--- src/rtl/ysyx_25040129_wbu_if.sv ---
// Upstream LSU/EXU -> WBU completed-instruction bundle.
// Master drives the result; slave answers with in_ready.
interface ysyx_25040129_wbu_if #(
  parameter int REG_AW = 4
);
  logic              in_valid;
  logic              in_ready;
  logic [REG_AW-1:0] in_rd;
  logic              in_wen;
  logic              in_is_load;
  logic [1:0]        in_ld_size;
  logic              in_ld_sign;
  logic [1:0]        in_addr_lo;
  logic [31:0]       in_alu_result;
  logic [31:0]       in_mem_rdata;
  logic [31:0]       in_pc;

  modport master (
    output in_valid, in_rd, in_wen,
    output in_is_load, in_ld_size,
    output in_ld_sign, in_addr_lo,
    output in_alu_result, in_mem_rdata,
    output in_pc,
    input  in_ready
  );

  modport slave (
    input  in_valid, in_rd, in_wen,
    input  in_is_load, in_ld_size,
    input  in_ld_sign, in_addr_lo,
    input  in_alu_result, in_mem_rdata,
    input  in_pc,
    output in_ready
  );
endinterface

--- src/rtl/ysyx_25040129_wbu.sv ---
// RV32E writeback stage: load align/extend, regfile write,
// and per-register in-flight writer scoreboard for decode.
module ysyx_25040129_wbu #(
  parameter int REG_AW = 4,
  parameter int CNT_W  = 2
) (
  input  logic              clk,
  input  logic              rst,
  ysyx_25040129_wbu_if.slave up,
  input  logic              issue_valid,
  input  logic [REG_AW-1:0] issue_rd,
  input  logic              issue_wen,
  output logic              issue_ready,
  input  logic [REG_AW-1:0] src1_id,
  input  logic [REG_AW-1:0] src2_id,
  output logic              hazard,
  output logic [REG_AW-1:0] rd,
  output logic              reg_write,
  output logic [31:0]       result,
  output logic              commit_valid,
  output logic [31:0]       commit_pc,
  output logic              misalign_err
);

  localparam int NREG = 1 << REG_AW;
  localparam logic [CNT_W-1:0] CMAX = '1;

  logic             accept;
  logic             err;
  logic             wr_dec;
  logic             iss_inc;
  logic [7:0]       byte_l;
  logic [15:0]      half_l;
  logic [31:0]      ld_data;
  logic [31:0]      sel;
  logic [NREG-1:0]  inc_v;
  logic [NREG-1:0]  dec_v;
  logic [CNT_W-1:0] cnt [NREG];

  assign up.in_ready = rst;
  assign accept = up.in_valid && up.in_ready;

  always_comb begin
    byte_l  = up.in_mem_rdata[7:0];
    half_l  = up.in_mem_rdata[15:0];
    ld_data = up.in_mem_rdata;
    case (up.in_addr_lo)
      2'd1:    byte_l = up.in_mem_rdata[15:8];
      2'd2:    byte_l = up.in_mem_rdata[23:16];
      2'd3:    byte_l = up.in_mem_rdata[31:24];
      default: byte_l = up.in_mem_rdata[7:0];
    endcase
    if (up.in_addr_lo[1])
      half_l = up.in_mem_rdata[31:16];
    case (up.in_ld_size)
      2'b00: ld_data = {
        {24{up.in_ld_sign & byte_l[7]}}, byte_l};
      2'b01: ld_data = {
        {16{up.in_ld_sign & half_l[15]}}, half_l};
      default: ld_data = up.in_mem_rdata;
    endcase
  end

  assign err = up.in_is_load && (
    (up.in_ld_size == 2'b11) ||
    (up.in_ld_size == 2'b01 && up.in_addr_lo[0]) ||
    (up.in_ld_size == 2'b10 && up.in_addr_lo != 2'b00));

  assign sel = up.in_is_load ? ld_data
                             : up.in_alu_result;

  assign wr_dec = accept && up.in_wen &&
                  up.in_rd != '0;
  assign issue_ready = !(issue_wen && issue_rd != '0 &&
                         cnt[issue_rd] == CMAX);
  assign iss_inc = issue_valid && issue_ready &&
                   issue_wen && issue_rd != '0;

  // Conservative: a same-cycle retire is not forwarded.
  assign hazard =
    (src1_id != '0 && cnt[src1_id] != '0) ||
    (src2_id != '0 && cnt[src2_id] != '0);

  always_comb begin
    inc_v = '0;
    dec_v = '0;
    inc_v[issue_rd] = iss_inc;
    dec_v[up.in_rd] = wr_dec;
  end

  always_ff @(posedge clk) begin
    if (!rst) begin
      for (int r = 0; r < NREG; r++)
        cnt[r] <= '0;
    end else begin
      for (int r = 0; r < NREG; r++) begin
        if (inc_v[r] && !dec_v[r])
          cnt[r] <= cnt[r] + CNT_W'(1);
        else if (dec_v[r] && !inc_v[r] &&
                 cnt[r] != '0)
          cnt[r] <= cnt[r] - CNT_W'(1);
      end
    end
  end

  always_ff @(posedge clk) begin
    if (!rst) begin
      rd           <= '0;
      reg_write    <= 1'b0;
      result       <= '0;
      commit_valid <= 1'b0;
      commit_pc    <= '0;
      misalign_err <= 1'b0;
    end else begin
      reg_write    <= 1'b0;
      commit_valid <= 1'b0;
      misalign_err <= 1'b0;
      if (accept) begin
        rd           <= up.in_rd;
        result       <= sel;
        commit_pc    <= up.in_pc;
        commit_valid <= 1'b1;
        misalign_err <= err;
        reg_write    <= up.in_wen &&
                        up.in_rd != '0 && !err;
      end
    end
  end

  // A retire with no recorded writer is an upstream bug.
  dec_at_zero: assert property (
    @(posedge clk) disable iff (!rst)
    wr_dec |-> cnt[up.in_rd] != '0);

endmodule

--- src/flat_wrapper.sv ---
// flat-port wrapper written by rule: the top's interface ports become plain ports
module ysyx_25040129_wbu_flat 
#(
  parameter int REG_AW = 4,
  parameter int CNT_W  = 2
)
  (clk, rst, issue_valid, issue_rd, issue_wen, issue_ready, src1_id, src2_id, hazard, rd, reg_write, result, commit_valid, commit_pc, misalign_err, up_in_valid, up_in_rd, up_in_wen, up_in_is_load, up_in_ld_size, up_in_ld_sign, up_in_addr_lo, up_in_alu_result, up_in_mem_rdata, up_in_pc, up_in_ready);
  ysyx_25040129_wbu_if #(.REG_AW(REG_AW)) up_i ();
  input  logic clk;
  input  logic rst;
  input  logic issue_valid;
  input  logic [REG_AW-1:0] issue_rd;
  input  logic issue_wen;
  output logic issue_ready;
  input  logic [REG_AW-1:0] src1_id;
  input  logic [REG_AW-1:0] src2_id;
  output logic hazard;
  output logic [REG_AW-1:0] rd;
  output logic reg_write;
  output logic [31:0] result;
  output logic commit_valid;
  output logic [31:0] commit_pc;
  output logic misalign_err;
  input wire logic [$bits(up_i.in_valid)-1:0] up_in_valid;
  input wire logic [$bits(up_i.in_rd)-1:0] up_in_rd;
  input wire logic [$bits(up_i.in_wen)-1:0] up_in_wen;
  input wire logic [$bits(up_i.in_is_load)-1:0] up_in_is_load;
  input wire logic [$bits(up_i.in_ld_size)-1:0] up_in_ld_size;
  input wire logic [$bits(up_i.in_ld_sign)-1:0] up_in_ld_sign;
  input wire logic [$bits(up_i.in_addr_lo)-1:0] up_in_addr_lo;
  input wire logic [$bits(up_i.in_alu_result)-1:0] up_in_alu_result;
  input wire logic [$bits(up_i.in_mem_rdata)-1:0] up_in_mem_rdata;
  input wire logic [$bits(up_i.in_pc)-1:0] up_in_pc;
  output wire logic [$bits(up_i.in_ready)-1:0] up_in_ready;
  assign up_i.in_valid = up_in_valid;
  assign up_i.in_rd = up_in_rd;
  assign up_i.in_wen = up_in_wen;
  assign up_i.in_is_load = up_in_is_load;
  assign up_i.in_ld_size = up_in_ld_size;
  assign up_i.in_ld_sign = up_in_ld_sign;
  assign up_i.in_addr_lo = up_in_addr_lo;
  assign up_i.in_alu_result = up_in_alu_result;
  assign up_i.in_mem_rdata = up_in_mem_rdata;
  assign up_i.in_pc = up_in_pc;
  assign up_in_ready = up_i.in_ready;
  ysyx_25040129_wbu #(.REG_AW(REG_AW), .CNT_W(CNT_W)) u_core (.clk(clk), .rst(rst), .up(up_i), .issue_valid(issue_valid), .issue_rd(issue_rd), .issue_wen(issue_wen), .issue_ready(issue_ready), .src1_id(src1_id), .src2_id(src2_id), .hazard(hazard), .rd(rd), .reg_write(reg_write), .result(result), .commit_valid(commit_valid), .commit_pc(commit_pc), .misalign_err(misalign_err));
endmodule
--- config.mk ---
export PLATFORM = sky130hd
export DESIGN_NAME = ysyx_25040129_wbu_flat
export DESIGN_NICKNAME = d
export VERILOG_FILES = /design/src/rtl/ysyx_25040129_wbu_if.sv /design/src/rtl/ysyx_25040129_wbu.sv /design/src/flat_wrapper.sv
export SDC_FILE = /design/constraint.sdc
export NUM_CORES = 1
export LEC_CHECK = 0
export BUFFER_PORTS_ARGS = -buffer_cell sky130_fd_sc_hd__buf_2
export CAP_MARGIN = 10
export CORE_ASPECT_RATIO = 1.2
export CORE_UTILIZATION = 45
export CTS_CLUSTER_SIZE = 40
export DETAILED_ROUTE_END_ITERATION = 8
export GPL_ROUTABILITY_DRIVEN = 0
export GPL_TIMING_DRIVEN = 1
export PLACE_DENSITY = 0.78
export SYNTH_ARGS = -nofsm -noshare
export SYNTH_HDL_FRONTEND = slang
export SYNTH_SLANG_ARGS = --single-unit
--- constraint.sdc ---
create_clock -name clk -period 5.3 [get_ports clk]
set_clock_uncertainty 0.1 [all_clocks]
set_input_delay 0.53 -clock clk [delete_from_list [all_inputs] [get_ports clk]]
set_output_delay 0.53 -clock clk [all_outputs]
set_load 0.05 [all_outputs]
==> results of run 1 <==
## layout by cell type, fill, tap and decap left out, types with 3 or more instances in the layout
cell / count
nand3_1: 22
mux2i_1: 47
dfxtp_1: 71
or4_1: 6
o221ai_1: 8
or2_2: 4
nor2b_1: 9
buf_2: 196
nand2_1: 67
o211ai_1: 9
nand2b_1: 16
and3_1: 3
nor3_1: 8
mux2_2: 9
o2111ai_1: 4
mux4_2: 12
buf_4: 4
a221oi_1: 16
a211oi_1: 21
a22oi_1: 9
edfxtp_1: 32
inv_1: 5
clkbuf_16: 9
o311ai_0: 9
nand3b_1: 8
nor2_1: 101
a21oi_1: 31
o21ai_0: 47
a211o_1: 3
a2111oi_0: 7
a311oi_1: 6
nand4_1: 3
## routing by layer
layer	global-route usage (%)	part of all wire, %	up-vias
met5	0	0	-
met4	15.6	4.7	0
met3	5.22	7.6	67
met2	47.7	50	336
met1	30.0	37	2826
li1	-	-	2870
## registers in the layout, summed over array words and instances, names as in the netlist
register             flops
u_core.commit_valid      1
u_core.cnt              32
u_core.rd                4
u_core.commit_pc        32
u_core.misalign_err      1
u_core.reg_write         1
u_core.result           32
## tightest hold or removal path, delay by kind of cell
family / cells / cell delay, ns
buf+inv: 1 / 0.07
mux: 1 / 0.05
simple gates: 1 / 0.07
## metrics by stage
stage | instances | hold WS, ns | util [%] | area, sq um | setup WS [ns]
final | 1006 | 0.311 | 56.8 | 7290 | 2.12
after detailed placement | 990 | 0.358 | 54.4 | 6980 | 1.91
after global routing | 1006 | 0.305 | 56.8 | 7290 | 2.01
after CTS | 1006 | 0.305 | 56.8 | 7290 | 2.12
after global placement | 990 | 0.355 | 54.4 | 6980 | 2.03
after floorplan | 680 | 0.481 | - | 5990 | 2.24
## report_power, final
group          switching [mW]  internal (mW)
clock                   0.342          0.340
sequential             0.0402          0.864
combinational           0.320          0.152
total                   0.702           1.36
## worst max-delay path by stage
stage / from / to / slack [ns] / depth (start not counted)
after detailed placement: issue_rd[0] / u_core.cnt[5][0]$_SDFFCE_PN0P_ / 1.91 / 7
after CTS: issue_rd[0] / issue_ready / 2.12 / 7
after global placement: issue_rd[0] / u_core.cnt[5][0]$_SDFFCE_PN0P_ / 2.03 / 7
after global routing: issue_rd[0] / issue_ready / 2.01 / 7
after floorplan: issue_rd[0] / issue_ready / 2.24 / 8
final: issue_rd[0] / issue_ready / 2.12 / 7
## area by class of cell
class | count | area share (%)
clock buffer | 9 | 3.09
inverter | 6 | 0.309
timing repair buffer | 200 | 13.9
multi-input combinational | 517 | 46.1
clock inverter | 7 | 1.12
sequential | 103 | 32.7
tap | 164 | 2.82
## cells by family after synthesis
logic type	after synthesis	share of synthesized area, %
and+or+nand+nor	257	19.9
AOI/OAI and AO/OA	189	21.8
DFF	103	39.8
muxes	68	14.1
buffers and inverters	60	4.24
adders and majority gates	1	0.209
other	1	0.0626
==> metrics.md, run 1 <==
| Metric | Value |
|---|---|
| DR vias | 6,099 |
| Clock buffer depth | 2 |
| Hold Path Stages | 3 |
| Mean post-synth cell area | 8.82 sq um |
| CTS H-tree lvls | 3 |
| Multi-input combinational cell area | 3360 sq um |
| Critical path class | input pin to output port |
| Num ports | 198 |
| CTS Hold Bufs | 0 |
| EDFF count, synth | 32 |
| Post-synth top area cell | dfxtp_1 |
| CP required | 4.67 ns |
| Drt first pass iters | 5 |
| Final min period | 3.18 ns |
| Sequential area share after synthesis | 39.8% |
| Status | finished, final reports clean |
| N_diodes | 0 |
| Pwr Total | 2.06 mW |
| Yosys reg bits | 103 |
| Top-count cell post-synth | nor2_1 |
| Worst slew pin tran | 0.887 ns |
| Cts repair resizes | 0 |
| Total core area | 12,800 sq um |
| Fin nets | 962 |
| CP Capture Type | output port |
| Pwr dens | 282 nW/um^2 |
| CP cell instances | buf_2 > mux4_2 > a22oi_1 > nand3_2 > and2_4 > nand3_1 > buf_2 |
| Max transition margin | 40.9% |
| Final Hold Vio Count | 0 |
| Clock latency on the worst-skew pair | 0.35 ns |
| CP delay by family, top | simple AND/OR/NAND/NOR gates |
| Slowest CP cell | mux4_2 |
| Hold_sp | up_in_pc[13] |
| Hold Path Class | input pin to flip-flop |
| Initial Util | 46.6% |
| Mapped cell area | 5990 sq um |
| Ys flop type | dfxtp_1 |
| Avg WL per Cell | 18.4 um |
| VDD IR-drop max | 0.000183 V |
| Initial drt markers | 334 |
| Antenna Nets Post-Route | 0 |
| Fmax | 314 MHz |
| Synth warn | 0 |
| Die area | 13,800 sq um |
| Filler cells | 1,200 |
| First-pass GRT wire length | 29.1 mm |
| Critical path launch point type | input pin |
| Total CTS buffers | 9 |
| Hold Path End | u_core.commit_pc[13]$_SDFFE_PN0P_ |
| Buf/Inv on CP | 2 |
| Async set or reset register ratio after synthesis | 0% |
| Vias per inst | 6.06 |
| Clk slew on worst S/H paths | 0.08 ns |
| Post-synthesis cell count | 679 |
| Worst-path fanout max | 21 |
| WL final | 18.5 mm |
| CTS Sinks | 103 |
| Crit path DAT | 2.55 ns |
| Residual DRC count | 0 |
| CTS tree | built |
| Reg area | 2380 sq um |
| Worst r2r src | u_core.cnt[2][1]$_SDFFCE_PN0P_ |
| Unique cell type count in the Yosys netlist | 59 |
| Setup TNS | 0 ns |
| LEAKAGE | 3.09 nW |
| Largest net degree at the start of global routing | 68 |
| DP Wirelength | 13.6 mm |
| Synthesis-to-layout area growth | 21.7% |
| Ranking of synthesized cells by area | dfxtp_1, edfxtp_1, mux2i_1 |
| Final period utilization | 60.0% |
| Synth top cells by count | nor2_1, dfxtp_1, nand2_1, mux2i_1, o21ai_0 |
| Initial antenna violation count | 0 |
| DIE WIDTH | 107 um |
| Share of the synthesized area in the top cell type | 23.7% |
| Row Count | 45 |
| IO Port Bufs | 197 |
| Die extent in y | 128 um |
| RSZ-0062 raised after global routing | no |
| R2R Path End | u_core.cnt[5][1]$_SDFFCE_PN0P_ |
| Critical path's most frequent cell | buf_2 |
| GRT Resource Usage Total | 26.9% |
| Setup Fix Bufs, Post-CTS | 0 |
| Root Buffer | clkbuf_16 |
| Share of layout cells above drive strength 1 | 29.6% |
| Max Slew Vio Count | 0 |
| GRT Residual Overflow | 0 |
| CP max stage delay | 0.56 ns |
| R2r setup slk | 2.30 ns |
| Worst r2r path cells | 6 |
| Max_cap viols | 0 |
| # setup viols final | 0 |
| Vias in the first global route | 5,848 |
(Power assumes the default switching activity.)
==> run 2: changes to the inputs <==
clock period = 3 ns   (was 5.3 ns; I/O delays follow)
==> run 2 against run 1 <==
Global-route usage rose by 0.31 points. Largest cell class unchanged. First-iteration DRC count rose by 23%. Core utilization rose by 0.87 points.
==> metrics.md, run 2 (synthesized netlist as in run 1, its figures left out) <==
| Metric | Value |
|---|---|
| Row Count | 45 (unchanged) |
| Pwr Total | 3.64 mW (was 2.06 mW) |
| CTS H-tree lvls | 3 (unchanged) |
| Num ports | 198 (unchanged) |
| Synthesis-to-layout area growth | 23.6% (was 21.7%) |
| # setup viols final | 0 (unchanged) |
| Placed Area | 7090 sq um (was 6980 sq um) |
| Worst-path fanout max | 21 (unchanged) |
| GRT Resource Usage Total | 27.2% (was 26.9%) |
| Fmax | 360 MHz |
| Setup Fix Bufs, Post-CTS | 0 (unchanged) |
| DR vias | 6,098 (was 6,099) |
| Commonest non-fill, non-tap cell in the layout | buf_2 (unchanged) |
| Fin nets | 978 (was 962) |
| DP Wirelength | 13.7 mm (was 13.6 mm) |
| Initial drt markers | 411 (was 334) |
| Placed cells | 1,006 (was 990) |
| Avg WL per Cell | 18.3 um (was 18.4 um) |
| Clk slew on worst S/H paths | 0.07 ns (was 0.08 ns) |
| Hold Path Stages | 3 (unchanged) |
| Hold Path End | u_core.commit_pc[0]$_SDFFE_PN0P_ (was u_core.commit_pc[13]$_SDFFE_PN0P_) |
| Vias per inst | 5.96 (was 6.06) |
| Final period utilization | 92.6% |
| Filler cells | 1,164 (was 1,200) |
| Hold_ws | 0.0728 ns (was 0.311 ns) |
| Vias in the first global route | 5,772 (was 5,848) |
| Largest regs | u_core.cnt x32, u_core.commit_pc x32, u_core.result x32 (unchanged) |
| Max Slew Vio Count | 0 (unchanged) |
| Final min period | 2.78 ns |
| VDD IR-drop max | 0.000297 V (was 0.000183 V) |
| Crit path DAT | 2.38 ns (was 2.55 ns) |
| CP cell instances | mux4_2 > a22oi_2 > nand3_4 > and2_4 > nand3_1 > buf_2 (was buf_2 > mux4_2 > a22oi_1 > nand3_2 > and2_4 > nand3_1 > buf_2) |
| Final Util | 57.6% (was 56.8%) |
| First-pass GRT wire length | 29.2 mm (was 29.1 mm) |
| Hold Path Class | input pin to flip-flop (unchanged) |
| Setup WS pre-CTS | 0.101 ns (was 1.91 ns) |
| Total CTS buffers | 9 (unchanged) |
| Worst r2r src | u_core.cnt[1][1]$_SDFFCE_PN0P_ (was u_core.cnt[2][1]$_SDFFCE_PN0P_) |
| Final Hold Vio Count | 0 (unchanged) |
| LEAKAGE | 3.17 nW (was 3.09 nW) |
| Clock latency on the worst-skew pair | 0.36 ns (was 0.35 ns) |
| Multi-input combinational cell area | 3350 sq um (was 3360 sq um) |
| Initial Util | 46.6% (unchanged) |
| Root Buffer | clkbuf_16 (unchanged) |
| CP required | 2.60 ns (was 4.67 ns) |
| Max transition margin | 31.8% (was 40.9%) |
| Critical path class | flip-flop to output port (was input pin to output port) |
| Max_cap viols | 0 (unchanged) |
| IO Port Bufs | 197 (unchanged) |
| Die extent in y | 128 um (unchanged) |
| Worst r2r path cells | 7 (was 6) |
| R2R Path End | u_core.cnt[10][0]$_SDFFCE_PN0P_ (was u_core.cnt[5][1]$_SDFFCE_PN0P_) |
| Residual DRC count | 0 (unchanged) |
| Finished Cell Area | 7400 sq um (was 7290 sq um) |
| CTS tree | built (unchanged) |
| R2r setup slk | 0.32 ns (was 2.30 ns) |
| Largest net degree at the start of global routing | 80 (was 68) |
| Most frequent cells in the layout | buf_2, nor2_1, dfxtp_1 (unchanged) |
| Reg area | 2380 sq um (unchanged) |
| Worst slew pin tran | 1.02 ns (was 0.887 ns) |
| Setup ws final | 0.221 ns (was 2.12 ns) |
| CP Capture Type | output port (unchanged) |
| Slowest CP cell | mux4_2 (unchanged) |
| RSZ-0062 raised after global routing | no (unchanged) |
| CTS Sinks | 103 (unchanged) |
| Drt first pass iters | 5 (unchanged) |
| Pwr dens | 491 nW/um^2 (was 282 nW/um^2) |
| Share of layout cells above drive strength 1 | 30.8% (was 29.6%) |
| CTS Hold Bufs | 0 (unchanged) |
| Layout Cells excl Fill | 1,023 (was 1,006) |
| Initial antenna violation count | 1 (was 0) |
| WL final | 18.7 mm (was 18.5 mm) |
| Die area | 13,800 sq um (unchanged) |
| Antenna Nets Post-Route | 0 (unchanged) |
| CP max stage delay | 0.49 ns (was 0.56 ns) |
| Total core area | 12,800 sq um (unchanged) |
| Clock buffer depth | 2 (unchanged) |
| Critical path launch point type | flip-flop (was input pin) |
| Cts repair resizes | 0 (unchanged) |
| GRT Residual Overflow | 0 (unchanged) |
| Status | finished, final reports clean (unchanged) |
| Hold_sp | up_in_pc[0] (was up_in_pc[13]) |
| DIE WIDTH | 107 um (unchanged) |
| Setup TNS | 0 ns (unchanged) |
run 2: changes by cell type in the layout (fill, tap and decap cells not counted):
cell and delta:
a31oi_1 +1, a31oi_2 -1, inv_4 +1, buf_4 +16, diode_2 +1, inv_8 -1
inv_12 -1, clkinv_8 +1
run 2: report_power, final:
group	internal, mW	switching [mW]	total, mW
logic	0.281	0.574	0.854
clock network	0.590	0.599	1.19
registers	1.53	0.0657	1.59
total	2.40	1.24	3.64
run 2: worst max-delay path by stage:
| stage | cells past startpoint | end | startpoint | slack (ns) |
|---|---|---|---|---|
| finish | 6 | issue_ready | u_core.cnt[1][0]$_SDFFCE_PN0P_ | 0.22 |
| global route | 6 | issue_ready | u_core.cnt[7][0]$_SDFFCE_PN0P_ | 0.10 |
| CTS | 6 | issue_ready | u_core.cnt[7][0]$_SDFFCE_PN0P_ | 0.21 |
| detailed placement | 6 | u_core.cnt[9][0]$_DFFE_PP_ | issue_rd[0] | 0.10 |
| global placement | 6 | u_core.cnt[12][0]$_SDFFCE_PN0P_ | issue_rd[0] | 0.18 |
| floorplan | 7 | u_core.cnt[15][0]$_SDFFCE_PN0P_ | u_core.cnt[3][1]$_SDFFCE_PN0P_ | 0.29 |
run 2: critical path, delay by kind of cell (launching register included):
| kind | cells | cell delay (ns) |
|---|---|---|
| simple gates | 3 | 0.55 |
| mux | 1 | 0.49 |
| buf+inv | 1 | 0.26 |
| compound gates | 1 | 0.24 |
| flops | 1 | 0.48 |
run 2: routing by layer:
metal	part of all wire, %	global-route usage [%]	up-vias
met3	8.6	6.43	50
met1	37	32.2	2819
li1	-	-	2900
met5	0	0	-
met4	4.1	14.3	0
met2	50	46.0	329
run 2: layout make-up:
| cell class | count | area share [%] |
|---|---|---|
| inverters | 6 | 0.304 |
| well taps | 164 | 2.77 |
| clock buffers | 9 | 3.04 |
| clock inverters | 7 | 1.03 |
| diodes | 1 | 0.0338 |
| repair buffers | 216 | 15.3 |
| multi-input cells | 517 | 45.3 |
| flip-flops and latches | 103 | 32.2 |
